`src/rtl/wb_pkg.sv`:
```
// Shared types and constants for the register writeback block.
package wb_pkg;
   localparam int W_DEF      = 8;
   localparam int D_DEF      = 4;
   localparam int FIFO_DEPTH = 2;

   typedef enum logic [1:0] {IDLE, IMM_SET, IMM_DATA} wb_state_e;
endpackage

```
`src/rtl/reg_writeback_if.sv`:
```
// Handshake and register-file bus of reg_writeback; WB_FWD_EN adds the forwarding lookup signals.
interface reg_writeback_if import wb_pkg::*; #(
   parameter int W = W_DEF,
   parameter int D = D_DEF
);
   logic           AluValid, AluReady;
   logic [D-1:0]   AluAddr;
   logic [W-1:0]   AluData;
   logic           MemValid, MemReady;
   logic [D-1:0]   MemAddr;
   logic [W-1:0]   MemData;
   logic           ImmValid, ImmReady;
   logic [D-1:0]   ImmAddr;
   logic [W-1:0]   ImmData;
   logic           RfWriteEn, RfRegSet;
   logic [D-1:0]   RfWaddr, RfRaddrB;
   logic [W-1:0]   RfDataIn;
   logic [2**D-1:0] Pending;
`ifdef WB_FWD_EN
   logic [D-1:0]   FwdAddr;
   logic           FwdHit;
   logic [W-1:0]   FwdData;
`endif

   modport master (
      output AluValid, AluAddr, AluData, MemValid, MemAddr, MemData, ImmValid, ImmAddr, ImmData,
      input  AluReady, MemReady, ImmReady, RfWriteEn, RfRegSet, RfWaddr, RfRaddrB, RfDataIn, Pending
`ifdef WB_FWD_EN
      , output FwdAddr, input FwdHit, FwdData
`endif
   );

   modport slave (
      input  AluValid, AluAddr, AluData, MemValid, MemAddr, MemData, ImmValid, ImmAddr, ImmData,
      output AluReady, MemReady, ImmReady, RfWriteEn, RfRegSet, RfWaddr, RfRaddrB, RfDataIn, Pending
`ifdef WB_FWD_EN
      , input FwdAddr, output FwdHit, FwdData
`endif
   );
endinterface

```
`src/rtl/wb_fifo.sv`:
```
// Two-entry queue for memory-load returns; slot 0 is always the head (oldest).
module wb_fifo import wb_pkg::*; #(
   parameter int W = W_DEF,
   parameter int D = D_DEF
) (
   input  logic                             Clk,
   input  logic                             clr,
   input  logic                             push,
   input  logic [D-1:0]                     push_addr,
   input  logic [W-1:0]                     push_data,
   input  logic                             pop,
   output logic                             full,
   output logic                             empty,
   output logic [FIFO_DEPTH-1:0]            vld,
   output logic [FIFO_DEPTH-1:0][D-1:0]     addr,
   output logic [FIFO_DEPTH-1:0][W-1:0]     data
);
   always_ff @(posedge Clk) begin
      if (clr) begin
         vld <= '0;
      end else begin
         case ({push, pop})
            2'b10: begin
               if (vld[0]) begin
                  addr[1] <= push_addr;
                  data[1] <= push_data;
                  vld[1]  <= 1'b1;
               end else begin
                  addr[0] <= push_addr;
                  data[0] <= push_data;
                  vld[0]  <= 1'b1;
               end
            end
            2'b01: begin
               addr[0] <= addr[1];
               data[0] <= data[1];
               vld     <= {1'b0, vld[1]};
            end
            2'b11: begin
               // occupancy is unchanged: the new entry lands behind whatever survives the pop
               if (vld[1]) begin
                  addr[0] <= addr[1];
                  data[0] <= data[1];
                  addr[1] <= push_addr;
                  data[1] <= push_data;
               end else begin
                  addr[0] <= push_addr;
                  data[0] <= push_data;
               end
            end
            default: ;
         endcase
      end
   end

   assign full  = vld[1];
   assign empty = !vld[0];
endmodule

```
`src/rtl/reg_writeback.sv`:
```
// Register-file writeback arbiter: queued memory returns, two-cycle immediate loads and ALU results.
// Optional macro WB_FWD_EN adds a combinational forwarding lookup over pending writes.
module reg_writeback import wb_pkg::*; #(
   parameter int W = W_DEF,
   parameter int D = D_DEF
) (
   input logic            Clk,
   input logic            Reset,
   input logic            Start,
   reg_writeback_if.slave bus
);
   logic                          flush;
   wb_state_e                     state_q, state_d;
   logic                          fifo_full, fifo_empty;
   logic [FIFO_DEPTH-1:0]         fifo_vld;
   logic [FIFO_DEPTH-1:0][D-1:0]  fifo_addr;
   logic [FIFO_DEPTH-1:0][W-1:0]  fifo_data;
   logic                          mem_ready, imm_ready, alu_ready, pop;
   logic                          mem_push, imm_xfer, alu_xfer;
   logic                          wr_en_q, reg_set_q;
   logic [D-1:0]                  waddr_q, raddr_b_q;
   logic [W-1:0]                  data_in_q, imm_data_q;
   logic [2**D-1:0]               pending;

   assign flush = Reset | Start;

   wb_fifo #(.W(W), .D(D)) u_fifo (
      .Clk       (Clk),
      .clr       (flush),
      .push      (mem_push),
      .push_addr (bus.MemAddr),
      .push_data (bus.MemData),
      .pop       (pop),
      .full      (fifo_full),
      .empty     (fifo_empty),
      .vld       (fifo_vld),
      .addr      (fifo_addr),
      .data      (fifo_data)
   );

   always_ff @(posedge Clk) begin
      if (flush) state_q <= IDLE;
      else       state_q <= state_d;
   end

   always_comb begin
      state_d = state_q;
      case (state_q)
         IDLE:     if (imm_xfer) state_d = IMM_SET;
         IMM_SET:  state_d = IMM_DATA;
         IMM_DATA: state_d = IDLE;
         default:  state_d = IDLE;
      endcase
   end

   // Queued memory returns win over new Imm/ALU work so loads never starve
   always_comb begin
      mem_ready = !fifo_full && !flush;
      imm_ready = 1'b0;
      alu_ready = 1'b0;
      pop       = 1'b0;
      if (state_q == IDLE && !flush) begin
         pop       = !fifo_empty;
         imm_ready = fifo_empty;
         alu_ready = fifo_empty && !bus.ImmValid;
      end
   end

   assign mem_push = bus.MemValid && mem_ready;
   assign imm_xfer = bus.ImmValid && imm_ready;
   assign alu_xfer = bus.AluValid && alu_ready;

   always_ff @(posedge Clk) begin
      if (flush) begin
         wr_en_q    <= 1'b0;
         reg_set_q  <= 1'b0;
         waddr_q    <= '0;
         raddr_b_q  <= '0;
         data_in_q  <= '0;
         imm_data_q <= '0;
      end else begin
         wr_en_q   <= pop || alu_xfer;
         reg_set_q <= imm_xfer;
         if (pop)           waddr_q <= fifo_addr[0];
         else if (alu_xfer) waddr_q <= bus.AluAddr;
         if (imm_xfer) begin
            raddr_b_q  <= bus.ImmAddr;
            imm_data_q <= bus.ImmData;
         end
         if (pop)                     data_in_q <= fifo_data[0];
         else if (alu_xfer)           data_in_q <= bus.AluData;
         else if (state_q == IMM_SET) data_in_q <= imm_data_q;
         else                         data_in_q <= '0;
      end
   end

   // A write is pending from its acceptance cycle until its data reaches the register file
   always_comb begin
      pending = '0;
      for (int i = 0; i < FIFO_DEPTH; i++)
         if (fifo_vld[i]) pending[fifo_addr[i]] = 1'b1;
      if (mem_push)             pending[bus.MemAddr] = 1'b1;
      if (alu_xfer)             pending[bus.AluAddr] = 1'b1;
      if (imm_xfer)             pending[bus.ImmAddr] = 1'b1;
      if (state_q == IMM_SET)   pending[raddr_b_q]   = 1'b1;
   end

   assign bus.AluReady  = alu_ready;
   assign bus.ImmReady  = imm_ready;
   assign bus.MemReady  = mem_ready;
   assign bus.RfWriteEn = wr_en_q;
   assign bus.RfRegSet  = reg_set_q;
   assign bus.RfWaddr   = waddr_q;
   assign bus.RfRaddrB  = raddr_b_q;
   assign bus.RfDataIn  = data_in_q;
   assign bus.Pending   = pending;

`ifdef WB_FWD_EN
   logic         fwd_hit;
   logic [W-1:0] fwd_data;

   // Sources are visited oldest first so the youngest match is what remains
   always_comb begin
      fwd_hit  = 1'b0;
      fwd_data = '0;
      if (alu_xfer && bus.AluAddr == bus.FwdAddr) begin
         fwd_hit = 1'b1; fwd_data = bus.AluData;
      end
      if (state_q == IMM_SET && raddr_b_q == bus.FwdAddr) begin
         fwd_hit = 1'b1; fwd_data = imm_data_q;
      end
      if (imm_xfer && bus.ImmAddr == bus.FwdAddr) begin
         fwd_hit = 1'b1; fwd_data = bus.ImmData;
      end
      for (int i = 0; i < FIFO_DEPTH; i++)
         if (fifo_vld[i] && fifo_addr[i] == bus.FwdAddr) begin
            fwd_hit = 1'b1; fwd_data = fifo_data[i];
         end
      if (mem_push && bus.MemAddr == bus.FwdAddr) begin
         fwd_hit = 1'b1; fwd_data = bus.MemData;
      end
   end

   assign bus.FwdHit  = fwd_hit;
   assign bus.FwdData = fwd_data;
`else
   // Tail data only feeds the forwarding lookup
   logic unused_tail;
   assign unused_tail = ^fifo_data[FIFO_DEPTH-1];
`endif
endmodule

```
`src/flat_wrapper.sv`:
```
// flat-port wrapper written by rule: the top's interface ports become plain ports
module reg_writeback_flat import wb_pkg::*;
#(
   parameter int W = W_DEF,
   parameter int D = D_DEF
)
  (Clk, Reset, Start, bus_AluValid, bus_AluAddr, bus_AluData, bus_MemValid, bus_MemAddr, bus_MemData, bus_ImmValid, bus_ImmAddr, bus_ImmData, bus_AluReady, bus_MemReady, bus_ImmReady, bus_RfWriteEn, bus_RfRegSet, bus_RfWaddr, bus_RfRaddrB, bus_RfDataIn, bus_Pending);
  reg_writeback_if #(.W(W), .D(D)) bus_i ();
  input logic Clk;
  input logic Reset;
  input logic Start;
  input wire logic [$bits(bus_i.AluValid)-1:0] bus_AluValid;
  input wire logic [$bits(bus_i.AluAddr)-1:0] bus_AluAddr;
  input wire logic [$bits(bus_i.AluData)-1:0] bus_AluData;
  input wire logic [$bits(bus_i.MemValid)-1:0] bus_MemValid;
  input wire logic [$bits(bus_i.MemAddr)-1:0] bus_MemAddr;
  input wire logic [$bits(bus_i.MemData)-1:0] bus_MemData;
  input wire logic [$bits(bus_i.ImmValid)-1:0] bus_ImmValid;
  input wire logic [$bits(bus_i.ImmAddr)-1:0] bus_ImmAddr;
  input wire logic [$bits(bus_i.ImmData)-1:0] bus_ImmData;
  output wire logic [$bits(bus_i.AluReady)-1:0] bus_AluReady;
  output wire logic [$bits(bus_i.MemReady)-1:0] bus_MemReady;
  output wire logic [$bits(bus_i.ImmReady)-1:0] bus_ImmReady;
  output wire logic [$bits(bus_i.RfWriteEn)-1:0] bus_RfWriteEn;
  output wire logic [$bits(bus_i.RfRegSet)-1:0] bus_RfRegSet;
  output wire logic [$bits(bus_i.RfWaddr)-1:0] bus_RfWaddr;
  output wire logic [$bits(bus_i.RfRaddrB)-1:0] bus_RfRaddrB;
  output wire logic [$bits(bus_i.RfDataIn)-1:0] bus_RfDataIn;
  output wire logic [$bits(bus_i.Pending)-1:0] bus_Pending;
  assign bus_i.AluValid = bus_AluValid;
  assign bus_i.AluAddr = bus_AluAddr;
  assign bus_i.AluData = bus_AluData;
  assign bus_i.MemValid = bus_MemValid;
  assign bus_i.MemAddr = bus_MemAddr;
  assign bus_i.MemData = bus_MemData;
  assign bus_i.ImmValid = bus_ImmValid;
  assign bus_i.ImmAddr = bus_ImmAddr;
  assign bus_i.ImmData = bus_ImmData;
  assign bus_AluReady = bus_i.AluReady;
  assign bus_MemReady = bus_i.MemReady;
  assign bus_ImmReady = bus_i.ImmReady;
  assign bus_RfWriteEn = bus_i.RfWriteEn;
  assign bus_RfRegSet = bus_i.RfRegSet;
  assign bus_RfWaddr = bus_i.RfWaddr;
  assign bus_RfRaddrB = bus_i.RfRaddrB;
  assign bus_RfDataIn = bus_i.RfDataIn;
  assign bus_Pending = bus_i.Pending;
  reg_writeback #(.W(W), .D(D)) u_core (.Clk(Clk), .Reset(Reset), .Start(Start), .bus(bus_i));
endmodule
```
`config.mk`:
```
export PLATFORM = sky130hd
export DESIGN_NAME = reg_writeback_flat
export DESIGN_NICKNAME = d
export VERILOG_FILES = /design/src/rtl/wb_pkg.sv /design/src/rtl/reg_writeback_if.sv /design/src/rtl/wb_fifo.sv /design/src/rtl/reg_writeback.sv /design/src/flat_wrapper.sv
export SDC_FILE = /design/constraint.sdc
export NUM_CORES = 1
export LEC_CHECK = 0
export BUFFER_PORTS_ARGS = -buffer_cell sky130_fd_sc_hd__buf_2
export CORE_UTILIZATION = 53
export CTS_CLUSTER_DIAMETER = 120
export DETAILED_ROUTE_END_ITERATION = 6
export PLACE_DENSITY = 0.89
export SLEW_MARGIN = 5
export SYNTH_ARGS = -nofsm -noshare
export SYNTH_HDL_FRONTEND = slang
export SYNTH_HIERARCHICAL = 1
export SYNTH_SLANG_ARGS = --single-unit
```
`constraint.sdc`:
```
create_clock -name Clk -period 4.6 [get_ports Clk]
set_clock_uncertainty 0.2 [all_clocks]
set_input_delay 0.23 -clock Clk [delete_from_list [all_inputs] [get_ports Clk]]
set_output_delay 0.23 -clock Clk [all_outputs]
set_load 0.1 [all_outputs]
```
==> results.py, run 1 <==
metrics = {
    "global_route": {
        "grt_max_degree": 19,
        "grt_pass1_vias": 2899,
        "gr-total-overflow": 0,
        "gr-usage-all-layers": 0.2794,
        "grt_pass1_wl_mm": 13.57,
        "antenna_found_initial": 0,
    },
    "yosys": {
        "synth.net_count": 396,
        "ys_ff_latch": 54,
        "synth_cell_types": 47,
        "synth_area_mm2": 0.003147,
        "yosys.area.top_type_share": 0.2290,
        "synth_edf_count": 24,
        "synth.avg_cell_area_um2": 9.042,
        "synth_top_area_cell": "edfxtp_1",
        "async_flop_share": 0,
        "synth_cells": 348,
        "yosysWarnings": 6,
        "synth.area.top_cells": "edfxtp_1 23%, dfxtp_1 19%, nand2_1 5.1%",
        "dominantRegCellSynth": "dfxtp_1",
        "ys_seq_area_frac": 0.4199,
    },
    "setup_path": {
        "r2r_end": "u_core/u_fifo/data[4]$_DFFE_PP_",
        "critPathSlowestCell": "or4_4",
        "cp-start-kind": "flop",
        "cp_num_buf_inv": 1,
        "cp-end-kind": "output pin",
        "r2r_cells": 6,
        "slowest_delay_ns": 0.64,
        "reg2reg_slack_ns": 1.29,
        "cp.required_ns": 4.17,
        "critPathTopFamily": "simple AND/OR/NAND/NOR gates",
        "cp_max_fo": 12,
        "reg2reg_from": "u_core/state_q[0]$_SDFFE_PP0P_",
        "crit_chain": "or4_4 -> nor3_2 -> nand3b_1 -> o311ai_1 -> buf_2",
        "path_class": "reg2out",
        "crit_arrival_ns": 2.99,
    },
    "drt": {
        "drt-met1-wl_mm": 3.481,
        "routed_wl_mm": 8.589,
        "remaining_drc_errors": 0,
        "wl_met3_um": 933,
        "dr.pass1.iters": 5,
        "wl_per_cell_um": 16.68,
        "vias": 3223,
        "top_layer": "met4",
        "drt_iter0_drc": 385,
        "ant_nets": 0,
        "wl_met2_mm": 3.948,
        "drt-vias-per-instance": 6.258,
    },
    "power": {
        "peakVddDrop_mv": 0.2352,
        "leakagePower_nw": 1.457,
        "power_density_mw_per_mm2": 244.7,
    },
    "min_path": {
        "hp-class": "in2reg",
        "hold_path_end": "u_core/bus.RfRaddrB[3]$_SDFFE_PP0P_",
        "holdPathStages": 3,
        "min_from": "bus_ImmAddr[3]",
    },
    "floorplanning": {
        "floorplan.initialDensity": 0.5611,
        "core_area_mm2": 0.005608,
        "die-area_mm2": 0.006250,
        "die_x_um": 79.06,
        "io_pins": 79,
        "die_y_um": 79.06,
        "row_count": 27,
    },
    "cells_and_area": {
        "syn_to_final_growth_pct": 23.18,
        "final_cell_mix": "78 x buf_2, 43 x nand2_1, 34 x nor2_1, 30 x dfxtp_1, 24 x edfxtp_1",
        "final_common_cell": "buf_2",
        "num-fill-cells": 452,
        "final_cell_area_mm2": 0.003876,
        "fin_nets": 490,
        "diodes": 0,
        "drive_above_1_share": 0.2528,
    },
    "clocking": {
        "postCtsSetupBuffers": 0,
        "cts_resized": 0,
        "cts_root_buffer": "clkbuf_8",
        "cts_hold_buf": 22,
        "numCtsBuffers": 5,
        "cts_sinks": 54,
        "htree_levels": 2,
        "clkLatencyLatePin_ns": 0.30,
        "clockBufferDepth": 2,
        "clkTransAtPathRegs_ns": 0.09,
        "cts_tree": "done",
    },
    "timing": {
        "worst_slew_pin_slew_ns": 1.111,
        "slew_headroom": 0.2564,
        "fmax_mhz": 292.8,
        "tns_ns": 0,
        "min_period_ns": 3.415,
        "setup_violations": 0,
        "rsz0062_at_grt": "false",
        "slew_viol_final": 0,
        "fin_crit_sh": 0.7424,
        "finalHoldViolCount": 0,
    },
    "run": {
        "maxCapViolations": 0,
    },
    "placed_design": {
        "dpl_cell_area_mm2": 0.003565,
        "io_buffers": 78,
        "gp_congestion": 1.058,
        "place_hpwl_mm": 6.524,
    },
    "status": {
        "status": "complete, no violations",
    },
}
-- per-stage QoR --
stage	util	hold slack [ns]	power [W]	instances	setup WS [ns]
floorplan	-	0.1289	0.0006339	348	0.3479
global placement	0.6357	0.2218	0.0006778	485	1.532
detailed placement	0.6357	0.2235	0.0006810	485	1.386
CTS	0.6903	0.0001553	0.0009515	515	1.207
global route	0.6912	0.001691	0.0009858	515	1.039
finish	0.6912	0.006725	0.0009485	515	1.185
-- worst reg2reg max path, delay by kind of cell, from the launching register on --
kind                       cells  cell delay, ns
adders and majority gates      1            0.42
and+or+nand+nor                3            1.54
buffers and inverters          1            0.19
AOI/OAI and AO/OA              1            0.21
DFF                            1            0.46
-- sequential cells by signal (all words and copies together) (netlist names) --
name and cells:
u_core/u_fifo/addr 8, u_core/bus.RfWaddr 4, u_core/state_q 2, u_core/u_fifo/data 16, u_core/bus.RfRegSet 1, u_core/bus.RfRaddrB 4
u_core/bus.RfDataIn 8, u_core/u_fifo/vld 2, u_core/bus.RfWriteEn 1, u_core/imm_data_q 8
-- report_power, final --
| group | internal, W | switching [W] |
|---|---|---|
| Clock | 0.000108 | 0.000153 |
| Combinational | 0.0000546 | 0.000116 |
| Sequential | 0.000509 | 0.00000738 |
-- worst max-delay path by stage --
stage	from	endpoint	slack, ns	cells after the start
finish	u_core/state_q[1]$_SDFFE_PP0P_	bus_Pending[4]	1.18	5
global route	u_core/state_q[1]$_SDFFE_PP0P_	bus_Pending[4]	1.04	5
CTS	u_core/state_q[1]$_SDFFE_PP0P_	bus_Pending[4]	1.21	5
detailed placement	u_core/state_q[0]$_SDFFE_PP0P_	u_core/u_fifo/data[3]$_DFFE_PP_	1.39	6
global placement	u_core/u_fifo/vld[1]$_SDFFE_PP0P_	u_core/u_fifo/data[4]$_DFFE_PP_	1.53	6
floorplan	u_core/state_q[1]$_SDFFE_PP0P_	bus_Pending[12]	0.35	6
-- logic make-up after synthesis --
logic type	count (synthesis)	synth area share
fa+ha+maj	6	0.02386
compound gates	100	0.2489
flops	54	0.4199
buf+inv	36	0.04970
simple gates	148	0.2429
mux	4	0.01471
-- routing by layer --
layer | vias up | GRT usage
met4 | 0 | 0.09818
met3 | 37 | 0.06667
met1 | 1466 | 0.3590
li1 | 1509 | -
met5 | - | 0
met2 | 211 | 0.4578
-- cells in the mapped netlist, types with 3 or more instances --
library cell  number
nor2_1            34
a221oi_1           8
nor2b_1            4
dfxtp_1           30
o21ai_0           10
nand3_1           16
a311oi_1           5
nor3_1             7
clkbuf_1           9
a211oi_1          14
buf_4              3
edfxtp_1          24
o221ai_1          13
inv_1             19
o221ai_2          10
nand3b_1           6
nand2_1           43
ha_1               6
a21oi_1           13
o311ai_1           3
nand2b_1          15
o22ai_1           20
-- layout make-up --
cell class	instances	area [um^2]	share of cell area
Tap cell	72	90.09	0.02324
Clock inverter	2	13.76	0.003551
Inverter	21	78.83	0.02034
Clock buffer	6	72.57	0.01872
Sequential cell	54	1321	0.3409
Multi-Input combinational cell	258	1674	0.4319
Timing Repair Buffer	102	625.6	0.1614
Note: power is estimated with default switching activity, not from simulation.
==> run 2: changes to the inputs <==
--- a/config.mk
+++ b/config.mk
@@ -5,11 +5,12 @@
 export SDC_FILE = /design/constraint.sdc
 export NUM_CORES = 1
 export LEC_CHECK = 0
+export ABC_AREA = 1
 export BUFFER_PORTS_ARGS = -buffer_cell sky130_fd_sc_hd__buf_2
-export CORE_UTILIZATION = 53
+export CORE_UTILIZATION = 50
 export CTS_CLUSTER_DIAMETER = 120
 export DETAILED_ROUTE_END_ITERATION = 6
-export PLACE_DENSITY = 0.89
+export PLACE_DENSITY = 0.86
 export SLEW_MARGIN = 5
 export SYNTH_ARGS = -nofsm -noshare
 export SYNTH_HDL_FRONTEND = slang
==> constraint.sdc (replaced) <==
create_clock -name Clk -period 2.9 [get_ports Clk]
set_clock_uncertainty 0.2 [all_clocks]
set_input_delay 0.145 -clock Clk [delete_from_list [all_inputs] [get_ports Clk]]
set_output_delay 0.145 -clock Clk [all_outputs]
set_load 0.1 [all_outputs]
==> results.py, run 2 <==
metrics = {
    "floorplanning": {
        "die_y_um": 86.62,
        "floorplan.initialDensity": 0.5211,
        "die_x_um": 86.62,
        "core_area_mm2": 0.006869,
        "die-area_mm2": 0.007502,
        "io_pins": 79,
        "row_count": 30,
    },
    "timing": {
        "worst_slew_pin_slew_ns": 0.4894,
        "tns_ns": 0,
        "rsz0062_at_grt": "false",
        "fin_crit_sh": 0.9014,
        "min_period_ns": 2.614,
        "slew_headroom": 0.6760,
        "fmax_mhz": 382.5,
        "hold_ws_ns": 0.03582,
        "finalHoldViolCount": 0,
        "setup_violations": 0,
        "slew_viol_final": 0,
    },
    "power": {
        "leakagePower_nw": 2.142,
        "pwr-share-clk": 0.275,
        "p_seq_frac": 0.521,
        "peakVddDrop_mv": 0.3438,
        "switching_share": 0.2903,
        "power_density_mw_per_mm2": 330.8,
        "intPower_w": 0.001108,
        "power.switching_w": 0.0004531,
        "power_frac_comb": 0.204,
    },
    "setup_path": {
        "cp.required_ns": 2.70,
        "r2r_cells": 10,
        "r2r_end": "u_core/u_fifo/data[9]$_DFFE_PP_",
        "cp-end-kind": "flop",
        "path_class": "reg2reg",
        "cp_max_fo": 12,
        "crit_arrival_ns": 2.41,
        "reg2reg_slack_ns": 0.29,
        "cp-start-kind": "flop",
        "reg2reg_from": "u_core/u_fifo/vld[0]$_SDFFE_PP0P_",
    },
    "cells_and_area": {
        "multi_input_comb_area_mm2": 0.001876,
        "final_cell_area_mm2": 0.004718,
        "syn_to_final_growth_pct": 31.81,
        "largest_reg_flops": 16,
        "diodes": 0,
        "final_cell_mix": "120 x nand2_1, 83 x nand3_1, 71 x nor2_1, 67 x inv_1, 61 x buf_2",
        "final_common_cell": "nand2_1",
        "fin_cells": 719,
        "regArea_mm2": 0.001321,
        "num-fill-cells": 537,
        "fin_nets": 670,
        "top_register": "u_core/u_fifo/data",
        "drive_above_1_share": 0.2183,
    },
    "yosys": {
        "synth.avg_cell_area_um2": 7.005,
        "yosys.area.top_type_share": 0.2013,
        "synth_common_cells": "120 x nand2_1, 83 x nand3_1, 71 x nor2_1, 68 x inv_1, 30 x dfxtp_1",
        "synth_top_area_cell": "edfxtp_1",
        "ys_ff_latch": 54,
        "dominantRegCellSynth": "dfxtp_1",
        "synth_area_mm2": 0.003580,
        "ys_seq_area_frac": 0.3691,
        "synth.net_count": 559,
        "synth_cell_types": 28,
        "async_flop_share": 0,
        "synth_cells": 511,
        "post-synth-top-count-cell": "nand2_1",
        "yosysWarnings": 6,
        "synth_edf_count": 24,
        "synth.area.top_cells": "edfxtp_1 20%, dfxtp_1 17%, nand2_1 13%",
    },
    "global_route": {
        "gr-usage-all-layers": 0.2996,
        "antenna_found_initial": 0,
        "grt_pass1_vias": 3688,
        "grt_pass1_wl_mm": 17.38,
        "grt_max_degree": 19,
        "gr-total-overflow": 0,
    },
    "clocking": {
        "clockBufferDepth": 2,
        "cts_sinks": 54,
        "numCtsBuffers": 5,
        "cts_tree": "done",
        "clkTransAtPathRegs_ns": 0.09,
        "postCtsSetupBuffers": 0,
        "cts_root_buffer": "clkbuf_8",
        "htree_levels": 2,
        "clkLatencyLatePin_ns": 0.30,
    },
    "drt": {
        "wl_per_cell_um": 15.08,
        "drt_iter0_drc": 439,
        "routed_wl_mm": 10.85,
        "dr.pass1.iters": 5,
        "ant_nets": 0,
        "drt-vias-per-instance": 5.481,
        "vias": 3941,
        "remaining_drc_errors": 0,
    },
    "placed_design": {
        "io_buffers": 78,
        "dpl_cell_area_mm2": 0.004293,
        "place_inst": 678,
        "place_hpwl_mm": 7.604,
        "gp_congestion": 0.9738,
    },
    "min_path": {
        "hp-class": "in2reg",
        "min_from": "bus_AluAddr[0]",
        "hold_path_end": "u_core/bus.RfWaddr[0]$_SDFFE_PP0P_",
        "holdPathStages": 5,
    },
    "status": {
        "status": "complete, no violations",
    },
    "run": {
        "maxCapViolations": 0,
    },
}
[run 2: cell families (layout without fill, tap and decap cells)]
kind of cell / after synthesis / count (layout) / share of synthesized area
adder cells (fa/ha/maj): 6 / 6 / 0.02097
buffers and inverters: 87 / 199 / 0.1070
AO/OA/AOI/OAI: 37 / 37 / 0.06327
flip-flops: 54 / 54 / 0.3691
AND/OR/NAND/NOR: 327 / 327 / 0.4397
[run 2: worst max path at each step]
stage	start	end	slack [ns]	cells after the start
after floorplan	u_core/u_fifo/vld[0]$_SDFFE_PP0P_	u_core/u_fifo/addr[4]$_DFFE_PP_	0.21	9
after global placement	u_core/u_fifo/vld[0]$_SDFFE_PP0P_	u_core/u_fifo/data[7]$_DFFE_PP_	0.33	9
after detailed placement	u_core/u_fifo/vld[0]$_SDFFE_PP0P_	u_core/u_fifo/data[7]$_DFFE_PP_	0.21	9
after CTS	u_core/u_fifo/vld[0]$_SDFFE_PP0P_	u_core/u_fifo/data[5]$_DFFE_PP_	0.20	9
after global routing	u_core/u_fifo/vld[0]$_SDFFE_PP0P_	u_core/u_fifo/data[9]$_DFFE_PP_	0.11	10
final	u_core/u_fifo/vld[0]$_SDFFE_PP0P_	u_core/u_fifo/data[9]$_DFFE_PP_	0.29	10
[run 2: repair_timing]
item | 4_1_cts | 5_1_grt
endpoints found under the hold margin | 36 | 0
endpoints found under the setup margin | 0 | 7
resized for setup | 0 | 1
hold buffers | 33 | 0
[run 2: area by class of cell]
cell class | instances | share of cell area
repair buffers | 119 | 0.2196
flip-flops and latches | 54 | 0.2800
inverters | 72 | 0.05807
clock inverters | 1 | 0.001061
clock buffers | 7 | 0.01830
multi-input cells | 370 | 0.3975
well taps | 96 | 0.02546
[run 2: power by group through the flow]
stage	Sequential [W]	Combinational (W)	Clock [W]
after global placement	0.000830	0.000268	0
final	0.000813	0.000319	0.000429
after floorplan	0.000854	0.000158	0
after CTS	0.000813	0.000310	0.000432
after detailed placement	0.000830	0.000275	0
after global routing	0.000814	0.000339	0.000457
[run 2: critical path, stage by stage, from the launching register on]
cell	delay (ns)
dfxtp_1	0.49
inv_1	0.21
inv_2	0.18
nand3_4	0.17
inv_2	0.22
inv_1	0.11
ha_1	0.22
nand2_1	0.07
nand2_1	0.05
a21oi_1	0.15
buf_4	0.23
[run 2: per-stage QoR]
stage | power (W) | setup WS [ns] | util
after floorplan | 0.001012 | 0.2071 | -
after global placement | 0.001098 | 0.3332 | 0.6250
after detailed placement | 0.001105 | 0.2125 | 0.6250
after CTS | 0.001555 | 0.2050 | 0.6863
after global routing | 0.001610 | 0.1141 | 0.6869
final | 0.001561 | 0.2858 | 0.6869
[run 2: routing by layer]
layer	share of wire	GRT usage
met5	0	0
met4	0.037	0.1197
met3	0.085	0.05905
met2	0.47	0.5036
met1	0.41	0.3779
